[src/rtl/ldpc_bitflip_decoder_if.sv]
// Handshake and result bundle for ldpc_bitflip_decoder.
//   in_valid/in_ready/codeword_in : upstream codeword offer ({parity, data})
//   out_valid/out_ready           : downstream result handshake
//   data_out, error_*, iter_count : decoded data and status, valid with out_valid
// master: the side that offers codewords and consumes results.
// slave : the decoder.
interface ldpc_bitflip_decoder_if;
  logic        in_valid;
  logic        in_ready;
  logic [15:0] codeword_in;
  logic        out_valid;
  logic        out_ready;
  logic [7:0]  data_out;
  logic        error_detected;
  logic        error_corrected;
  logic        error_uncorrectable;
  logic [2:0]  iter_count;

  modport master (
    output in_valid, codeword_in, out_ready,
    input  in_ready, out_valid, data_out, error_detected,
           error_corrected, error_uncorrectable, iter_count
  );

  modport slave (
    input  in_valid, codeword_in, out_ready,
    output in_ready, out_valid, data_out, error_detected,
           error_corrected, error_uncorrectable, iter_count
  );
endinterface

[src/rtl/ldpc_bitflip_decoder.sv]
// Iterative bit-flip decoder for a (16,8) code with parity
// p[i] = d[i] ^ d[i+1] ^ d[i+3] (indices mod 8).
// Ports:
//   clk   : clock, rising edge
//   rst_n : asynchronous active-low reset
//   bus   : slave side of ldpc_bitflip_decoder_if (input codeword handshake,
//           result handshake, decoded data and status flags)
// A codeword is accepted in IDLE, then CHECK/FLIP alternate until the
// syndrome clears or MAX_ITER flips have been applied; the result is held in
// OUT until the downstream handshake completes.
module ldpc_bitflip_decoder #(
  parameter int unsigned MAX_ITER = 4
) (
  input logic                   clk,
  input logic                   rst_n,
  ldpc_bitflip_decoder_if.slave bus
);

  localparam logic [2:0] MaxIter = 3'(MAX_ITER);

  typedef enum logic [1:0] {IDLE, CHECK, FLIP, OUT} state_e;

  state_e      state_q, state_d;
  logic [15:0] work_q;
  logic [7:0]  raw_q;    // only the data half of the received word is ever emitted
  logic [2:0]  iter_q;
  logic [7:0]  data_q;
  logic        det_q, cor_q, unc_q;

  logic [7:0]  d, p, synd;
  logic [7:0]  chk_a, chk_b, chk_c;
  logic [7:0]  all3, maj;
  logic [7:0]  dflip, pflip;

  assign d = work_q[7:0];
  assign p = work_q[15:8];

  // d[(i+1)%8] and d[(i+3)%8] expressed as right rotations of d
  assign synd = p ^ d ^ {d[0], d[7:1]} ^ {d[2:0], d[7:3]};

  // Data bit j sits in checks j, j-1 and j-3: align those syndrome bits onto j
  assign chk_a = synd;
  assign chk_b = {synd[6:0], synd[7]};
  assign chk_c = {synd[4:0], synd[7:5]};

  // Count == 3 and count >= 2 per data bit; the maximum count decides the
  // flip set without building explicit counters.
  assign all3 = chk_a & chk_b & chk_c;
  assign maj  = (chk_a & chk_b) | (chk_a & chk_c) | (chk_b & chk_c);

  always_comb begin
    dflip = '0;
    pflip = '0;
    if (|all3) begin
      dflip = all3;
    end else if (|maj) begin
      dflip = maj;
    end else begin
      pflip = synd;
    end
  end

  // State register
  always_ff @(posedge clk or negedge rst_n) begin
    if (!rst_n) begin
      state_q <= IDLE;
    end else begin
      state_q <= state_d;
    end
  end

  // Next-state logic
  always_comb begin
    state_d = state_q;
    unique case (state_q)
      IDLE:  if (bus.in_valid) state_d = CHECK;
      CHECK: begin
        if (synd == '0 || iter_q == MaxIter) begin
          state_d = OUT;
        end else begin
          state_d = FLIP;
        end
      end
      FLIP:  state_d = CHECK;
      OUT:   if (bus.out_ready) state_d = IDLE;
      default: state_d = IDLE;
    endcase
  end

  // Handshake outputs
  always_comb begin
    bus.in_ready  = (state_q == IDLE);
    bus.out_valid = (state_q == OUT);
  end

  // Datapath and result registers
  always_ff @(posedge clk or negedge rst_n) begin
    if (!rst_n) begin
      work_q <= '0;
      raw_q  <= '0;
      iter_q <= '0;
      data_q <= '0;
      det_q  <= 1'b0;
      cor_q  <= 1'b0;
      unc_q  <= 1'b0;
    end else begin
      unique case (state_q)
        IDLE: begin
          if (bus.in_valid) begin
            work_q <= bus.codeword_in;
            raw_q  <= bus.codeword_in[7:0];
            iter_q <= '0;
          end
        end
        CHECK: begin
          if (iter_q == '0) det_q <= |synd;
          if (synd == '0) begin
            // Any completed flip implies the first syndrome was nonzero
            data_q <= d;
            cor_q  <= (iter_q != '0);
            unc_q  <= 1'b0;
          end else if (iter_q == MaxIter) begin
            data_q <= raw_q;
            cor_q  <= 1'b0;
            unc_q  <= 1'b1;
          end
        end
        FLIP: begin
          work_q <= work_q ^ {pflip, dflip};
          iter_q <= iter_q + 3'd1;
        end
        default: ;
      endcase
    end
  end

  assign bus.data_out            = data_q;
  assign bus.error_detected      = det_q;
  assign bus.error_corrected     = cor_q;
  assign bus.error_uncorrectable = unc_q;
  assign bus.iter_count          = iter_q;

endmodule

[src/flat_wrapper.sv]
// flat-port wrapper written by rule: the top's interface ports become plain ports
module ldpc_bitflip_decoder_flat 
#(
  parameter int unsigned MAX_ITER = 4
)
  (clk, rst_n, bus_in_valid, bus_codeword_in, bus_out_ready, bus_in_ready, bus_out_valid, bus_data_out, bus_error_detected, bus_error_corrected, bus_error_uncorrectable, bus_iter_count);
  ldpc_bitflip_decoder_if bus_i ();
  input logic clk;
  input logic rst_n;
  input wire logic [$bits(bus_i.in_valid)-1:0] bus_in_valid;
  input wire logic [$bits(bus_i.codeword_in)-1:0] bus_codeword_in;
  input wire logic [$bits(bus_i.out_ready)-1:0] bus_out_ready;
  output wire logic [$bits(bus_i.in_ready)-1:0] bus_in_ready;
  output wire logic [$bits(bus_i.out_valid)-1:0] bus_out_valid;
  output wire logic [$bits(bus_i.data_out)-1:0] bus_data_out;
  output wire logic [$bits(bus_i.error_detected)-1:0] bus_error_detected;
  output wire logic [$bits(bus_i.error_corrected)-1:0] bus_error_corrected;
  output wire logic [$bits(bus_i.error_uncorrectable)-1:0] bus_error_uncorrectable;
  output wire logic [$bits(bus_i.iter_count)-1:0] bus_iter_count;
  assign bus_i.in_valid = bus_in_valid;
  assign bus_i.codeword_in = bus_codeword_in;
  assign bus_i.out_ready = bus_out_ready;
  assign bus_in_ready = bus_i.in_ready;
  assign bus_out_valid = bus_i.out_valid;
  assign bus_data_out = bus_i.data_out;
  assign bus_error_detected = bus_i.error_detected;
  assign bus_error_corrected = bus_i.error_corrected;
  assign bus_error_uncorrectable = bus_i.error_uncorrectable;
  assign bus_iter_count = bus_i.iter_count;
  ldpc_bitflip_decoder #(.MAX_ITER(MAX_ITER)) u_core (.clk(clk), .rst_n(rst_n), .bus(bus_i));
endmodule
[config.mk]
export PLATFORM = sky130hd
export DESIGN_NAME = ldpc_bitflip_decoder_flat
export DESIGN_NICKNAME = d
export VERILOG_FILES = /design/src/rtl/ldpc_bitflip_decoder_if.sv /design/src/rtl/ldpc_bitflip_decoder.sv /design/src/flat_wrapper.sv
export SDC_FILE = /design/constraint.sdc
export NUM_CORES = 1
export LEC_CHECK = 0
export ABC_AREA = 1
export ABC_CLOCK_PERIOD_IN_PS = 2500
export BUFFER_PORTS_ARGS = -buffer_cell sky130_fd_sc_hd__buf_4
export CORE_UTILIZATION = 59
export DETAILED_ROUTE_END_ITERATION = 16
export PLACE_DENSITY = 0.81
export SLEW_MARGIN = 25
export SYNTH_ARGS = -nofsm -noshare
export SYNTH_HDL_FRONTEND = slang
export SYNTH_SLANG_ARGS = --single-unit
[constraint.sdc]
create_clock -name clk -period 2.5 [get_ports clk]
set_input_delay 0.5 -clock clk [delete_from_list [all_inputs] [get_ports clk]]
set_output_delay 0.5 -clock clk [all_outputs]
set_load 0.01 [all_outputs]
Word level (Yosys, flattened, before mapping)
Index checks and enable logic that the tools add are counted.
{"block": "op_classes", "add_sub_neg": 1, "n_eq_ne": 6, "muxes": 18, "n_bitwise": 10, "reduce_logical": 15}
{"cell": "8-bit two-way mux", "count": 6}
{"cell": "8-bit AND", "count": 4}
{"cell": "16-bit one-hot mux with 2 select lines", "count": 1}
{"cell": "8-bit OR reduction", "count": 3}
{"cell": "8-bit XOR", "count": 3}
{"cell": "16-bit two-way mux", "count": 1}
{"cell": "8-bit bitwise OR", "count": 2}
{"cell": "16-bit XOR", "count": 1}
{"cell": "2-bit AND reduction", "count": 5}
{"cell": "8-bit logical NOT", "count": 1}
{"cell": "2-bit one-hot mux with 4 select lines", "count": 1}
{"cell": "3-bit one-hot mux with 2 select lines", "count": 1}
{"cell": "1-bit two-way mux", "count": 5}
{"cell": "2-bit equality test, second input constant", "count": 2}
{"cell": "2-bit two-way mux", "count": 2}
{"cell": "2-bit inequality test, second input constant", "count": 2}
{"cell": "2-bit nonzero test", "count": 2}
{"cell": "3-bit by 1-bit adder with 3-bit output, second input constant", "count": 1}
{"cell": "3-bit equality test, second input constant", "count": 1}
{"cell": "3-bit logical NOT", "count": 1}
{"cell": "3-bit two-way mux", "count": 1}
{"cell": "3-bit nonzero test", "count": 1}
{"cell": "2-bit by 1-bit equality test with 1-bit output, second input constant", "count": 1}
{"cell": "2-bit logical NOT", "count": 1}
{"cell": "1-bit logical OR", "count": 1}
{"block": "word_totals", "reg_bits": 40, "input_bits": 20, "output_inout_bits": 16, "elab_cells": 58}

Longest topological paths before layout
{"block": "logic_depth", "depth_word": 11, "depth_mapped": 18, "depth_no_buf": 16}

Worst setup path after synthesis
No wires, ideal clock.
{"block": "synth_path", "path_type": "register to register", "start": "register u_core.work_q[5]", "end": "register u_core.work_q[15]", "setup_time_ps": 116, "arrival_time_ps": 1697, "required_time_ps": 2384, "setup_slack_ps": 686, "path_stages_with_launch": 19, "n_path_buf": 2, "synth_period_minus_slack_ps": 1814, "path_cell_list": "dfrtp_1 -> buf_6 -> inv_1 -> nand2_1 -> nand2_1 -> inv_1 -> nand2_1 -> nand2_1 -> buf_4 -> nand2_1 -> nand2_1 -> nor2_2 -> nand2_2 -> nor2_4 -> nand3_1 -> nand2_1 -> nand3_1 -> nand2_1 -> nand2_1"}
{"block": "synth_between", "elab_chain_len": 11, "elab_cells_between_ends": 15, "cone_classes": "mux: 3; bitwise: 10; reduce/logical: 2"}
{"item": "start, declared", "line": "ldpc_bitflip_decoder.sv:24", "text": "logic [15:0] work_q;"}
{"item": "start signal, assigned", "line": "ldpc_bitflip_decoder.sv:110", "text": "work_q <= bus.codeword_in;"}
{"item": "start signal, assigned", "line": "ldpc_bitflip_decoder.sv:129", "text": "work_q <= work_q ^ {pflip, dflip};"}
{"item": "8-bit XOR (2 in a row)", "line": "ldpc_bitflip_decoder.sv:39", "text": "assign synd = p ^ d ^ {d[0], d[7:1]} ^ {d[2:0], d[7:3]};"}
{"item": "8-bit XOR (*)", "line": "ldpc_bitflip_decoder.sv:39"}
{"item": "8-bit AND, on equally long branches", "line": "ldpc_bitflip_decoder.sv:49, ldpc_bitflip_decoder.sv:48"}
{"item": "8-bit bitwise OR (2 in a row)", "line": "ldpc_bitflip_decoder.sv:49", "text": "assign maj = (chk_a & chk_b) | (chk_a & chk_c) | (chk_b & chk_c);"}
{"item": "8-bit OR reduction", "line": "ldpc_bitflip_decoder.sv:56", "text": "end else if (|maj) begin"}
{"item": "8-bit two-way mux", "line": "ldpc_bitflip_decoder.sv:56"}
{"item": "8-bit two-way mux (*)", "line": "ldpc_bitflip_decoder.sv:54", "text": "if (|all3) begin"}
{"item": "16-bit XOR (*)", "line": "ldpc_bitflip_decoder.sv:129"}
{"item": "16-bit one-hot mux with 2 select lines (*)", "line": "ldpc_bitflip_decoder.sv:107", "text": "unique case (state_q)"}
Mark *: on every way between the ends. The rest lies on a longest branch, timed or not.
A chain may end at the register's enable or synchronous reset.

Worst setup path after layout
{"block": "layout_path", "start": "register u_core.work_q[1]", "end": "register u_core.data_q[4] (netlist: u_core.bus.data_out[4])"}
{"block": "layout_between", "elab_chain_len": 6, "elab_cells_between_ends": 7, "cone_classes": "mux: 1; bitwise: 3; reduce/logical: 3"}
{"item": "8-bit XOR (2 in a row)", "line": "ldpc_bitflip_decoder.sv:39"}
{"item": "8-bit XOR (*)", "line": "ldpc_bitflip_decoder.sv:39"}
{"item": "8-bit logical NOT (*)", "line": "ldpc_bitflip_decoder.sv:117", "text": "if (synd == '0) begin"}
{"item": "2-bit nonzero test (no line)"}
{"item": "2-bit AND reduction (no line)"}
{"item": "end signal, assigned", "line": "ldpc_bitflip_decoder.sv:123", "text": "data_q <= raw_q;"}
{"item": "end, declared", "line": "ldpc_bitflip_decoder.sv:27", "text": "logic [7:0] data_q;"}
Marks and branches as above.

==> flow_metrics.py <==
metrics = {
    "final_layout": {
        "n_antenna_cell": 0,
        "nets": 519,
        "syn_to_final_growth_pct": 11.0,
        "final_area_sq_um": 3340,
        "n_fill_cell": 428,
        "drive_gt1_share_pct": 16.3,
    },
    "clock_network": {
        "cts-root-buf": "clkbuf_8",
        "cts_resized": 0,
        "htree_levels": 2,
        "post-cts-setup-buffers": 0,
        "clk_pin_slew_ns": 0.09,
        "cts_buffer_depth": 2,
        "cts-buffers-inserted": 5,
        "insertion_delay_ns": 0.30,
        "cts_tree": "built",
        "cts_hold_buf": 0,
        "cts_sinks": 40,
    },
    "grt": {
        "grt_pass1_wl_mm": 12.0,
        "overflow": 0,
        "use_met1_pct": 39.0,
        "antenna_found_initial": 0,
        "grt_pass1_vias": 2568,
        "grt_use_met2_pct": 46.7,
        "grt_max_degree": 41,
        "track_usage_pct": 29.2,
        "grt.met3_usage_pct": 6.45,
        "busiest_layer": "met2",
    },
    "timing": {
        "period_needed_ns": 2.34,
        "timing.hold.ws_ns": 0.170,
        "max_freq_ghz": 0.427,
        "setup_ws_ns": 0.157,
        "timing.final.setup_violations": 0,
        "rsz0062_at_grt": "no",
        "fin_crit_sh_pct": 93.7,
        "hold_violations": 0,
        "setup_tns_ns": 0,
        "slew_violations": 0,
        "clock_skew_ns": 0.00830,
        "relSlewSlack_pct": 63.5,
        "tightest_slew_ns": 0.547,
    },
    "logic_synthesis": {
        "syn_avg_cell_area_sq_um": 6.39,
        "mappedNetlistNets": 493,
        "synth_area_leaders": "dfrtp_1 (33%), nand2_1 (21%), nand3_1 (8.3%), nor2_1 (7.1%), inv_1 (5.7%)",
        "synth-warning-count": 0,
        "ys_seq_elements": 40,
        "async_flop_share_pct": 100,
        "yosysTopAreaCellShare_pct": 33.3,
        "synth_top_cell_by_area": "dfrtp_1",
        "yosysMostFrequentCell": "nand2_1",
        "synth_area_sq_um": 3010,
        "postSynthCellCount": 471,
        "ys_top_cells_by_count": "nand2_1 (172), nor2_1 (57), nand3_1 (50)",
        "synth.distinct_cells": 32,
        "synth-edff-count": 0,
        "synth.yosys.seq_area_share_pct": 33.3,
        "synthFlopType": "dfrtp_1",
    },
    "die": {
        "die_h_um": 73.4,
        "start_util_pct": 62.4,
        "rows": 25,
        "coreArea_sq_um": 4820,
        "dieArea_sq_um": 5390,
        "pin_count": 36,
        "die_w_um": 73.4,
    },
    "flow_run": {
        "drv_cap": 0,
    },
    "detailed_routing": {
        "ant_nets": 0,
        "drtPass1Iterations": 5,
        "routed_wl_mm": 7.47,
        "via_per_inst": 5.49,
        "wire_per_inst_um": 13.2,
        "vias": 3101,
        "drt_iter0_markers": 160,
        "drc": 0,
    },
    "setup_path": {
        "crit_chain": "inv_4 > nand2_1 > nand2_1 > inv_1 > nand2_1 > nand2_2 > nor4_4 > nand2_2 > o21ai_1 > a21oi_1",
        "worstReg2RegStart": "u_core.work_q[1]",
        "crit_type": "flop to flop",
        "arrival_ns": 2.52,
        "slowest_delay_ns": 0.51,
        "worstSetupStartpointType": "flop",
        "crit_slowest_cell": "dfrtp_1",
        "worstPathMaxFanout": 16,
        "crit_path_start": "u_core.work_q[1]",
        "cp_common_cell": "nand2_1",
        "r2r_cells": 10,
        "end_kind": "flop",
        "required_ns": 2.68,
    },
    "run_status": {
        "status": "finished clean",
    },
    "placement": {
        "placed_area_sq_um": 3220,
        "place_ws_ns": 0.0554,
        "port_buffers": 35,
        "dp.final_hpwl_mm": 5.34,
        "gp_congestion": 0.942,
    },
    "min_path": {
        "worstHoldPathType": "input port to asynchronous set/reset pin",
    },
}
## sequential cells by signal, summed over array words and instances, names as in the netlist
signal                          cells
u_core.bus.error_corrected          1
u_core.bus.data_out                 8
u_core.work_q                      16
u_core.bus.error_detected           1
u_core.bus.error_uncorrectable      1
u_core.raw_q                        8
u_core.state_q                      2
u_core.bus.iter_count               3
## cells in the final DEF, fill, tap and decap left out, types with 2 or more instances in the layout
cell      count
o21ai_1       3
clkbuf_8      5
o22ai_1       2
a21oi_2       2
inv_1        46
inv_2         7
xnor2_1       2
a21oi_1      17
dfrtp_1      39
nor2_4        2
nand3_1      50
o21bai_1      6
buf_4        39
nor2_1       57
ha_1          2
o21ai_0      17
nand2_2      11
nand2_1     171
nor2_2        2
o21ai_2       2
nand3_2       3
## worst paths after layout
kind | endpoint | slack (ns)
min in group clk | u_core.state_q[1] | 0.37
max | u_core.bus.data_out[4] | 0.16
min | u_core.work_q[11] | 0.17
max reg2reg | u_core.bus.data_out[4] | 0.16
min reg2reg | u_core.raw_q[7] | 0.49
max in group asynchronous | u_core.work_q[3] | 1.92
## logic make-up after synthesis
family	share of synthesized area, %
simple gates	43.1
buf+inv	12.4
compound gates	9.78
flops	33.3
xor+xnor	0.582
fa+ha+maj	0.832
## layout make-up
type | instances | area [sq um] | share of cell area [%]
inverters | 55 | 209 | 6.26
multi-input cells | 356 | 1640 | 49.0
flip-flops and latches | 40 | 1000 | 30.0
clock buffers | 5 | 68.8 | 2.06
well taps | 67 | 83.8 | 2.51
repair buffers | 39 | 293 | 8.77
clock inverters | 3 | 46.3 | 1.39
## worst max-delay path, delay by kind of cell (launching register included)
family                 cells  cell delay [ns]
AND/OR/NAND/NOR            6             1.10
AO/OA/AOI/OAI              2             0.41
buffers and inverters      2             0.19
flip-flops                 1             0.51
## metrics by stage
| step | cells | util [%] |
|---|---|---|
| 6_report | 565 | 69.3 |
| 3_3_place_gp | 557 | 66.9 |
| 2_1_floorplan | 471 | - |
| 3_5_place_dp | 557 | 66.9 |
| 5_1_grt | 565 | 69.3 |
| 4_1_cts | 565 | 69.2 |
## layer usage
metal | share of wire, % | vias up
met4 | 2.7 | 0
met1 | 43 | 1419
met3 | 8.0 | 20
met5 | 0 | -
met2 | 46 | 134
li1 | - | 1528
Power is not shown: default switching activity piles up to over one toggle a cycle in this logic, so the estimate is an artifact.
